`src/rtl/i2c_types_pkg.sv`:
```
// Shared I2C types and bus constants for the target-side responder.
package i2c_types_pkg;

    typedef enum logic [2:0] {
        StIdle,
        StAddr,
        StAddrAck,
        StWrData,
        StWrAck,
        StRdData,
        StRdAck,
        StWaitStop
    } i2c_resp_state_t;

    localparam logic I2C_RW_READ  = 1'b1;
    localparam logic I2C_RW_WRITE = 1'b0;

    localparam logic I2C_ACK  = 1'b0;
    localparam logic I2C_NACK = 1'b1;

endpackage

```
`src/rtl/i2c_resp_tx_fifo.sv`:
```
// Small synchronous FIFO holding bytes queued for master reads.
// A pop while full frees the slot used by a simultaneous push.
module i2c_resp_tx_fifo #(
    parameter int unsigned Width = 8,
    parameter int unsigned Depth = 4
) (
    input  logic             clk_i,
    input  logic             rst_i,
    input  logic             push_i,
    input  logic [Width-1:0] data_i,
    input  logic             pop_i,
    output logic [Width-1:0] head_o,
    output logic             full_o,
    output logic             empty_o
);

    localparam int unsigned PtrW = (Depth > 1) ? $clog2(Depth) : 1;
    localparam logic [PtrW:0] FullCount = (PtrW + 1)'(Depth);

    logic [Width-1:0] mem_q [Depth];
    logic [PtrW-1:0]  wr_ptr_q, rd_ptr_q;
    logic [PtrW:0]    count_q, count_d;
    logic             do_push, do_pop;

    assign empty_o = (count_q == '0);
    assign full_o  = (count_q == FullCount);
    assign head_o  = mem_q[rd_ptr_q];

    assign do_pop  = pop_i & ~empty_o;
    assign do_push = push_i & (~full_o | do_pop);

    always_comb begin
        count_d = count_q;
        unique case ({do_push, do_pop})
            2'b10:   count_d = count_q + 1'b1;
            2'b01:   count_d = count_q - 1'b1;
            default: count_d = count_q;
        endcase
    end

    always_ff @(posedge clk_i or posedge rst_i) begin
        if (rst_i) begin
            wr_ptr_q <= '0;
            rd_ptr_q <= '0;
            count_q  <= '0;
        end else begin
            count_q <= count_d;
            if (do_push) wr_ptr_q <= wr_ptr_q + 1'b1;
            if (do_pop)  rd_ptr_q <= rd_ptr_q + 1'b1;
        end
    end

    always_ff @(posedge clk_i) begin
        if (do_push) mem_q[wr_ptr_q] <= data_i;
    end

endmodule

```
`src/rtl/i2c_target_responder.sv`:
```
// I2C target: matches one 7-bit address, delivers written bytes, serves reads from a TX FIFO.
// Drives SDA open-drain only and never stretches SCL.
module i2c_target_responder
    import i2c_types_pkg::*;
#(
    parameter int unsigned               I2C_ADDR_WIDTH = 7,
    parameter int unsigned               I2C_DATA_WIDTH = 8,
    parameter logic [I2C_ADDR_WIDTH-1:0] SLAVE_ADDRESS  = 7'h22,
    parameter int unsigned               TX_FIFO_DEPTH  = 4
) (
    input  logic                      clk_i,
    input  logic                      rst_i,
    input  logic                      scl_i,
    input  logic                      sda_i,
    output logic                      sda_o,
    output logic [I2C_DATA_WIDTH-1:0] rx_data,
    output logic                      rx_strobe,
    input  logic [I2C_DATA_WIDTH-1:0] tx_data,
    input  logic                      tx_wr,
    output logic                      tx_full,
    output logic                      tx_underrun,
    output logic                      busy,
    output logic                      op_read
);

    localparam int unsigned CntW = $clog2(I2C_DATA_WIDTH);
    localparam logic [CntW-1:0] LastBit = CntW'(I2C_DATA_WIDTH - 1);
    localparam int unsigned W = I2C_DATA_WIDTH;

    // Synchronizers reset to the idle-bus level so reset never fakes an edge.
    logic scl_meta_q, scl_sync_q, scl_hist_q;
    logic sda_meta_q, sda_sync_q, sda_hist_q;

    always_ff @(posedge clk_i or posedge rst_i) begin
        if (rst_i) begin
            scl_meta_q <= 1'b1;
            scl_sync_q <= 1'b1;
            scl_hist_q <= 1'b1;
            sda_meta_q <= 1'b1;
            sda_sync_q <= 1'b1;
            sda_hist_q <= 1'b1;
        end else begin
            scl_meta_q <= scl_i;
            scl_sync_q <= scl_meta_q;
            scl_hist_q <= scl_sync_q;
            sda_meta_q <= sda_i;
            sda_sync_q <= sda_meta_q;
            sda_hist_q <= sda_sync_q;
        end
    end

    logic scl_rise, scl_fall, start_det, stop_det;
    assign scl_rise  = scl_sync_q & ~scl_hist_q;
    assign scl_fall  = ~scl_sync_q & scl_hist_q;
    assign start_det = scl_sync_q & scl_hist_q & sda_hist_q & ~sda_sync_q;
    assign stop_det  = scl_sync_q & scl_hist_q & ~sda_hist_q & sda_sync_q;

    logic         fifo_pop, fifo_full, fifo_empty;
    logic [W-1:0] fifo_head;

    i2c_resp_tx_fifo #(
        .Width (W),
        .Depth (TX_FIFO_DEPTH)
    ) u_tx_fifo (
        .clk_i   (clk_i),
        .rst_i   (rst_i),
        .push_i  (tx_wr),
        .data_i  (tx_data),
        .pop_i   (fifo_pop),
        .head_o  (fifo_head),
        .full_o  (fifo_full),
        .empty_o (fifo_empty)
    );

    i2c_resp_state_t state_q, state_d;
    logic [CntW-1:0] bit_cnt_q, bit_cnt_d;
    // Holds the previous W-1 bits; the current SDA sample completes the byte.
    logic [W-2:0]    shift_q, shift_d;
    logic [W-1:0]    tx_shift_q, tx_shift_d;
    logic [W-1:0]    rx_data_q, rx_data_d;
    logic            phase_q, phase_d;
    logic            sda_q, sda_d;
    logic            rx_strobe_q, rx_strobe_d;
    logic            underrun_q, underrun_d;
    logic            busy_q, busy_d;
    logic            op_read_q, op_read_d;
    logic            load_tx;

    always_ff @(posedge clk_i or posedge rst_i) begin
        if (rst_i) begin
            state_q     <= StIdle;
            bit_cnt_q   <= '0;
            shift_q     <= '0;
            tx_shift_q  <= '1;
            rx_data_q   <= '0;
            phase_q     <= 1'b0;
            sda_q       <= 1'b1;
            rx_strobe_q <= 1'b0;
            underrun_q  <= 1'b0;
            busy_q      <= 1'b0;
            op_read_q   <= 1'b0;
        end else begin
            state_q     <= state_d;
            bit_cnt_q   <= bit_cnt_d;
            shift_q     <= shift_d;
            tx_shift_q  <= tx_shift_d;
            rx_data_q   <= rx_data_d;
            phase_q     <= phase_d;
            sda_q       <= sda_d;
            rx_strobe_q <= rx_strobe_d;
            underrun_q  <= underrun_d;
            busy_q      <= busy_d;
            op_read_q   <= op_read_d;
        end
    end

    always_comb begin
        state_d     = state_q;
        bit_cnt_d   = bit_cnt_q;
        shift_d     = shift_q;
        tx_shift_d  = tx_shift_q;
        rx_data_d   = rx_data_q;
        phase_d     = phase_q;
        sda_d       = sda_q;
        rx_strobe_d = 1'b0;
        underrun_d  = 1'b0;
        busy_d      = busy_q;
        op_read_d   = op_read_q;
        load_tx     = 1'b0;
        fifo_pop    = 1'b0;

        if (stop_det) begin
            state_d = StIdle;
            sda_d   = 1'b1;
            busy_d  = 1'b0;
            phase_d = 1'b0;
        end else if (start_det) begin
            state_d   = StAddr;
            bit_cnt_d = '0;
            sda_d     = 1'b1;
            phase_d   = 1'b0;
        end else begin
            unique case (state_q)
                StIdle: ;
                StAddr: begin
                    if (scl_rise) begin
                        shift_d   = {shift_q[W-3:0], sda_sync_q};
                        bit_cnt_d = bit_cnt_q + 1'b1;
                        if (bit_cnt_q == LastBit) begin
                            if (shift_q[I2C_ADDR_WIDTH-1:0] == SLAVE_ADDRESS) begin
                                state_d   = StAddrAck;
                                busy_d    = 1'b1;
                                op_read_d = sda_sync_q;
                                phase_d   = 1'b0;
                            end else begin
                                state_d = StWaitStop;
                            end
                        end
                    end
                end
                StAddrAck, StWrAck: begin
                    // First falling edge pulls SDA low, the next one releases it.
                    if (scl_fall) begin
                        if (!phase_q) begin
                            phase_d = 1'b1;
                            sda_d   = I2C_ACK;
                        end else begin
                            phase_d   = 1'b0;
                            sda_d     = 1'b1;
                            bit_cnt_d = '0;
                            if (state_q == StAddrAck && op_read_q == I2C_RW_READ) begin
                                load_tx = 1'b1;
                            end else begin
                                state_d = StWrData;
                            end
                        end
                    end
                end
                StWrData: begin
                    if (scl_rise) begin
                        shift_d   = {shift_q[W-3:0], sda_sync_q};
                        bit_cnt_d = bit_cnt_q + 1'b1;
                        if (bit_cnt_q == LastBit) begin
                            rx_data_d   = {shift_q, sda_sync_q};
                            rx_strobe_d = 1'b1;
                            state_d     = StWrAck;
                            phase_d     = 1'b0;
                        end
                    end
                end
                StRdData: begin
                    if (scl_fall) begin
                        if (bit_cnt_q == LastBit) begin
                            state_d = StRdAck;
                            sda_d   = 1'b1;
                            phase_d = 1'b0;
                        end else begin
                            bit_cnt_d  = bit_cnt_q + 1'b1;
                            tx_shift_d = {tx_shift_q[W-2:0], 1'b1};
                        end
                    end
                end
                StRdAck: begin
                    if (scl_rise) begin
                        if (sda_sync_q == I2C_ACK) begin
                            phase_d = 1'b1;
                        end else begin
                            state_d = StWaitStop;
                        end
                    end else if (scl_fall && phase_q) begin
                        load_tx = 1'b1;
                    end
                end
                StWaitStop: sda_d = 1'b1;
                default:    state_d = StIdle;
            endcase
        end

        // The byte's MSB appears on SDA in the same cycle the FIFO pops.
        if (load_tx) begin
            state_d    = StRdData;
            bit_cnt_d  = '0;
            phase_d    = 1'b0;
            fifo_pop   = ~fifo_empty;
            underrun_d = fifo_empty;
            tx_shift_d = fifo_empty ? '1 : fifo_head;
        end
    end

    always_comb begin
        sda_o       = (state_q == StRdData) ? tx_shift_q[W-1] : sda_q;
        rx_data     = rx_data_q;
        rx_strobe   = rx_strobe_q;
        tx_full     = fifo_full;
        tx_underrun = underrun_q;
        busy        = busy_q;
        op_read     = op_read_q;
    end

endmodule

```
`config.mk`:
```
export PLATFORM = sky130hd
export DESIGN_NAME = i2c_target_responder
export DESIGN_NICKNAME = d
export VERILOG_FILES = /design/src/rtl/i2c_types_pkg.sv /design/src/rtl/i2c_resp_tx_fifo.sv /design/src/rtl/i2c_target_responder.sv
export SDC_FILE = /design/constraint.sdc
export NUM_CORES = 1
export LEC_CHECK = 0
export CAP_MARGIN = 5
export CORE_MARGIN = 2
export CORE_UTILIZATION = 55
export CTS_BUF_LIST = sky130_fd_sc_hd__clkbuf_8
export CTS_CLUSTER_SIZE = 8
export DETAILED_ROUTE_END_ITERATION = 12
export GPL_ROUTABILITY_DRIVEN = 0
export PLACE_DENSITY = 0.85
export SLEW_MARGIN = 20
export SYNTH_ARGS = -nofsm -noshare
export SYNTH_HDL_FRONTEND = slang
export SYNTH_SLANG_ARGS = --single-unit
```
`constraint.sdc`:
```
create_clock -name clk_i -period 2.65 [get_ports clk_i]
set_input_delay 0.53 -clock clk_i [delete_from_list [all_inputs] [get_ports clk_i]]
set_output_delay 0.53 -clock clk_i [all_outputs]
set_load 0.01 [all_outputs]
```
# Word-level counts from Yosys, hierarchy flattened
# Memories as Yosys holds them, arrays and structs flattened.
# Index checks and enable logic that the tools add are counted.
[word_totals]
regBits = 48
ram_bits = 32
input_bits = 13
out_inout_bits = 14
elab_cells = 183
mem_count = 1
[mem_list]
columns = ["name", "depth", "word_bits", "rd", "rd_clocked_by_memory_dff", "wr", "line", "source"]
rows = [
  ["u_tx_fifo.mem_q", 4, 8, 1, 0, 1, "i2c_resp_tx_fifo.sv:20", "logic [Width-1:0] mem_q [Depth];"],
]
[op_classes]
addsub = 5
n_eq_ne = 37
mux = 78
bitwise_logic = 18
n_reduce_logical = 24
[ops]
columns = ["operator", "count"]
rows = [
  ["$mux 3", 23],
  ["$ne 5x5->1 const B", 13],
  ["$mux 8", 7],
  ["$mux 1", 42],
  ["$ne 4x4->1 const B", 7],
  ["$eq 3x3->1 const B", 6],
  ["$pmux 3 s5", 1],
  ["$reduce_and 5->1", 3],
  ["$reduce_bool 2->1", 7],
  ["$reduce_and 12->1", 1],
  ["$reduce_bool 5->1", 2],
  ["$and 1x1->1", 9],
  ["$pmux 3 s3", 1],
  ["$reduce_and 9->1", 1],
  ["$not 1->1", 8],
  ["$reduce_and 4->1", 2],
  ["$reduce_bool 8->1", 1],
  ["$eq 7x6->1 const B", 1],
  ["$reduce_and 7->1", 1],
  ["$add 3x1->3 const B", 2],
  ["$eq 3x2->1 const B", 2],
  ["$ne 2x1->1 const B", 3],
  ["$pmux 3 s2", 1],
  ["$reduce_and 6->1", 1],
  ["14 further kinds", 17],
]

# Longest topological paths before layout
[depth]
ltp_word = 14
ltp_mapped = 8

# Hierarchy
# From an unflattened synthesis, not the netlist that was laid out.
[hier_totals]
hier_cells = 289
hier_area_um2 = 3821.2
[modules_own_cells]
columns = ["mod", "instances", "cells_each", "area_each_um2", "seq_area_each_um2"]
rows = [
  ["i2c_target_responder", 1, 193, 2145.8, 1044.8],
  ["i2c_resp_tx_fifo", 1, 96, 1675.4, 1136.1],
]

# Worst setup path after synthesis
# No wires, ideal clock.
[synth_timing]
path_type = "flip-flop to flip-flop"
start = "reg scl_hist_q"
end = "reg u_tx_fifo.count_q[1]"
setup_time_ps = 127
arrival_time_ps = 1893
required_ps = 2523
setup_slack_ps = 629
stages_incl_launch_ff = 7
path_buffers = 1
synth_period_minus_slack_ps = 2021
cell_sequence = "dfstp_2 > buf_4 > nor2b_2 > nand4_1 > nor2_1 > fa_1 > mux2_1"
[synth_via]
elab_chain_len = 13
elab_cells_between_ends = 23
[synth_lines]
columns = ["element", "line", "source"]
rows = [
  ["start: declaration", "i2c_target_responder.sv:31", "logic scl_meta_q, scl_sync_q, scl_hist_q;"],
  ["start signal: assignment", "i2c_target_responder.sv:45", "scl_hist_q <= scl_sync_q;"],
  ["$and 1x1->1", "i2c_target_responder.sv:54", "assign scl_fall = ~scl_sync_q & scl_hist_q;"],
  ["$logic_and 1x1->1", "i2c_target_responder.sv:210", "end else if (scl_fall && phase_q) begin"],
  ["$mux 1", "i2c_target_responder.sv:210", ""],
  ["$mux 1", "i2c_target_responder.sv:204", "if (scl_rise) begin"],
  ["$pmux 1 s2", "i2c_target_responder.sv:143", "unique case (state_q)"],
  ["$mux 1", "i2c_target_responder.sv:137", "end else if (start_det) begin"],
  ["$mux 1 *", "i2c_target_responder.sv:132", "if (stop_det) begin"],
  ["$mux 1 *", "i2c_target_responder.sv:220", "if (load_tx) begin"],
  ["$and 1x1->1 *", "i2c_resp_tx_fifo.sv:29", "assign do_pop = pop_i & ~empty_o;"],
  ["$or 1x1->1", "i2c_resp_tx_fifo.sv:30", "assign do_push = push_i & (~full_o | do_pop);"],
  ["$and 1x1->1", "i2c_resp_tx_fifo.sv:30", ""],
  ["$eq 2x1->1 / $eq 2x2->1 (equally long branches)", "i2c_resp_tx_fifo.sv:34", "unique case ({do_push, do_pop})"],
  ["$pmux 3 s2 *", "i2c_resp_tx_fifo.sv:34", ""],
  ["via u_tx_fifo.count_d[1]", "i2c_resp_tx_fifo.sv:22", "logic [PtrW:0] count_q, count_d;"],
  ["end signal: assignment", "i2c_resp_tx_fifo.sv:47", "count_q <= count_d;"],
  ["end: declaration", "i2c_resp_tx_fifo.sv:22", ""],
]
# The timed path passes the listed nets; every way through them passes the cells marked *.
# A chain may end at the register's enable or synchronous reset.

# Final worst setup path
[layout_timing]
start = "reg state_q[2]"
end = "out sda_o"
[layout_via]
elab_chain_len = 2
[layout_lines]
columns = ["element", "line", "source"]
rows = [
  ["start: declaration", "i2c_target_responder.sv:75", "i2c_resp_state_t state_q, state_d;"],
  ["start signal: assignment", "i2c_target_responder.sv:91", "state_q <= StIdle;"],
  ["start signal: assignment", "i2c_target_responder.sv:103", "state_q <= state_d;"],
  ["$eq 3x3->1", "i2c_target_responder.sv:231", "sda_o = (state_q == StRdData) ? tx_shift_q[W-1] : sda_q;"],
  ["$mux 1", "i2c_target_responder.sv:231", ""],
  ["end: declaration", "i2c_target_responder.sv:15", "output logic sda_o,"],
]
# Every way passes these cells.

==> qor.txt <==
final instance area: 0.00426 mm²
normalized max-slew margin: 0.616
area growth from synthesis to layout: 14.4%
Die H: 86.3 µm
total number of vias: 2407
Async SR Flop Fraction: 0.600
CTS root buf: clkbuf_8
pre-CTS setup slack: 0.478 ns
worst slew pin tran: 0.575 ns
status: finished, final reports clean
Mean Syn Cell Area: 13.4 µm²
xor/xnor share of the synthesized area: 0.0141
grt ovf: 0
CP Data Arrival Time: 1.95 ns
FILL cells: 446
Starting DRT DRC Count: 317
maximum VDD drop: 0.000526 V
Power, Total: 4.13 mW
Die Width: 86.3 µm
clk buf depth: 2
CP max stage delay: 0.60 ns
Cells after DPL: 376
largest family of logic cells by synthesized area: simple AND/OR/NAND/NOR gates
Final Net Count: 330
element type at the critical path end: output port
Post-DRT Antenna Nets: 0
Worst Path Max Fanout: 12
Post-CTS Resized: 0
WHS: 0.357 ns
pwr dens: 970 mW/mm²
dominant synthesized flop cell: dfrtp_1
#FFs+latches synth: 80
largest net degree at the start of global routing: 49
Worst Skew: 0.0103 ns
final hold vios: 0
yosys warns: 0
Worst Hold Class: reg2reg
number of global-route vias before repair: 2405
complex-gate fraction of the synthesized area: 0.104
Detailed Routing Iterations Pass 1: 5
CP Data Required Time: 2.12 ns
most used routing layer: met2
R2R setup slack: 0.40 ns
Leakage: 1.70 nW
RSZ-0062 raised after global routing: no
Tmin final: 2.48 ns
clock sinks: 80
drt total wl: 7070 µm
number of port buffers: 26
most frequent cells in the layout: dfrtp_1 (33), edfxtp_1 (32), clkdlybuf4s50_1 (26), nand2_1 (19), mux2_2 (16)
post-CTS setup buffers: 0
Total Routing Usage GR: 0.212
grt met2 use: 0.313
global-route wire length before repair: 12000 µm
Placed Area: 0.00407 mm²
vias per cell: 6.14
Yosys cell types: 63
fmax: 403 MHz
final period utilization: 0.937
Post-synth EDFFs: 32
Final HPWL DP: 4920 µm
Initial Util: 0.577
adder-cell area share of the yosys netlist: 0.0255
CTS buffer count: 9
TNS Setup: 0 ns
antenna cell count: 0
PnR worst setup slack: 0.166 ns
CP startpoint kind: flop
mapped cell area: 0.00372 mm²
mux cell area share after synthesis: 0.116
drt wl/cell: 18.0 µm
slowest library cell on the worst path: dfrtp_1
TritonCTS clock tree: yes
CTS Hold Buffers Added: 0
final cell utilization of the core: 0.660
die area: 0.00745 mm²
DR DRC count: 0
footprint of the multi-input gates: 0.00144 mm²
Sequential cell area: 0.00218 mm²
syn nets: 299
met3 usage: 0.0619
max-cap viol count: 0
H-tree level count: 3
final std cells w/o fill: 392
initial antenna violation count: 0
CP Class: reg2out
register area share after synthesis: 0.585
simple logic cell fraction of the synthesized area: 0.125
GR Util met1: 0.307
IO Pins: 27
endpoints failing setup: 0
Worst-path clk slew: 0.08 ns
row count: 29
post-synthesis cell count: 279
commonest non-fill, non-tap cell in the layout: dfrtp_1
share of post-route cells with drive strength above 1: 0.235
CP cell instances: nor2b_1, nand3_1, nand2_1, clkdlybuf4s50_1
Worst-Skew Late Latency: 0.35 ns
Placeable Area: 0.00646 mm²
final slew viol count: 0
synth_stat cells, drive strengths merged, types with 2 or more instances:
cell type   n  area, µm²
nand2b      6       37.5
a221o       2       20.0
nand3       7       35.0
mux2i       6       60.1
nor3b       2       20.0
ha          6       75.1
a31oi       2       27.5
nor2       12       47.6
mux4        8        180
or3b        2       17.5
xnor2       5       43.8
dfstp      15        394
and3        4       30.0
o21ai      17       88.8
a311oi      2       17.5
buf        13       71.3
nand3b      2       15.0
a22oi       2       15.0
dfrtp      33        826
o22ai       8       50.1
nor3        2       21.3
nor4        3       18.8
edfxtp     32        961
mux2       17        191
nor2b       4       27.5
and2        5       31.3
a21oi       6       30.0
o211ai      2       20.0
nand2      19       71.3
nand4       4       25.0
a22o        2       17.5
nand4b      2       17.5
inv         9       33.8
logic make-up (layout without fill, tap and decap cells):
| kind of cell | after synthesis | in the layout |
|---|---|---|
| flip-flops | 80 | 80 |
| XOR/XNOR | 6 | 6 |
| buffers and inverters | 23 | 59 |
| adder cells (fa/ha/maj) | 7 | 7 |
| AND/OR/NAND/NOR | 78 | 78 |
| AO/OA/AOI/OAI | 54 | 54 |
| multiplexers | 31 | 31 |
metal layers:
layer / routed length, µm / vias to the layer above
met5: 0 / -
met3: 448 / 15
met4: 119 / 0
li1: - / 1112
met2: 3340 / 100
met1: 3160 / 1180
power by group:
group          total [mW]  switching, mW  leakage, nW  internal (mW)
registers            1.93          0.311        0.883           1.62
logic                1.32          0.659        0.718          0.658
clock network       0.882          0.447       0.0951          0.435
worst paths after layout:
path	cells past startpoint	end	startpoint
max	4	sda_o	state_q[2]$_DFFE_PP0P_
min	0	sda_sync_q$_DFF_PP1_	sda_meta_q$_DFF_PP1_
max in group asynchronous	3	busy$_DFFE_PP0P_	rst_i
max reg2reg	4	u_tx_fifo.mem_q[1][6]$_DFFE_PP_	state_q[1]$_DFFE_PP0P_
min in group asynchronous	3	u_tx_fifo.wr_ptr_q[0]$_DFFE_PP0P_	rst_i
min reg2reg	0	sda_sync_q$_DFF_PP1_	sda_meta_q$_DFF_PP1_
flip-flops by register name (all words and copies together), names as in the netlist, 2 cells and up:
name and cells:
state_q 3, rx_data 8, u_tx_fifo.rd_ptr_q 2, shift_q 7
u_tx_fifo.mem_q 32, u_tx_fifo.count_q 3, bit_cnt_q 3, u_tx_fifo.wr_ptr_q 2
tx_shift_q 8
critical path: cells and delay by family (launching register included):
family,cells,cell delay (ns)
buf+inv,1,0.53
flops,1,0.60
simple gates,3,0.47
final cells by class:
| cell class | count | share of cell area |
|---|---|---|
| flip-flops and latches | 80 | 0.512 |
| multi-input cells | 176 | 0.337 |
| repair buffers | 34 | 0.0752 |
| clock buffers | 9 | 0.0291 |
| well taps | 77 | 0.0226 |
| clock inverters | 7 | 0.0164 |
| inverters | 9 | 0.00793 |
(Power assumes the default switching activity.)
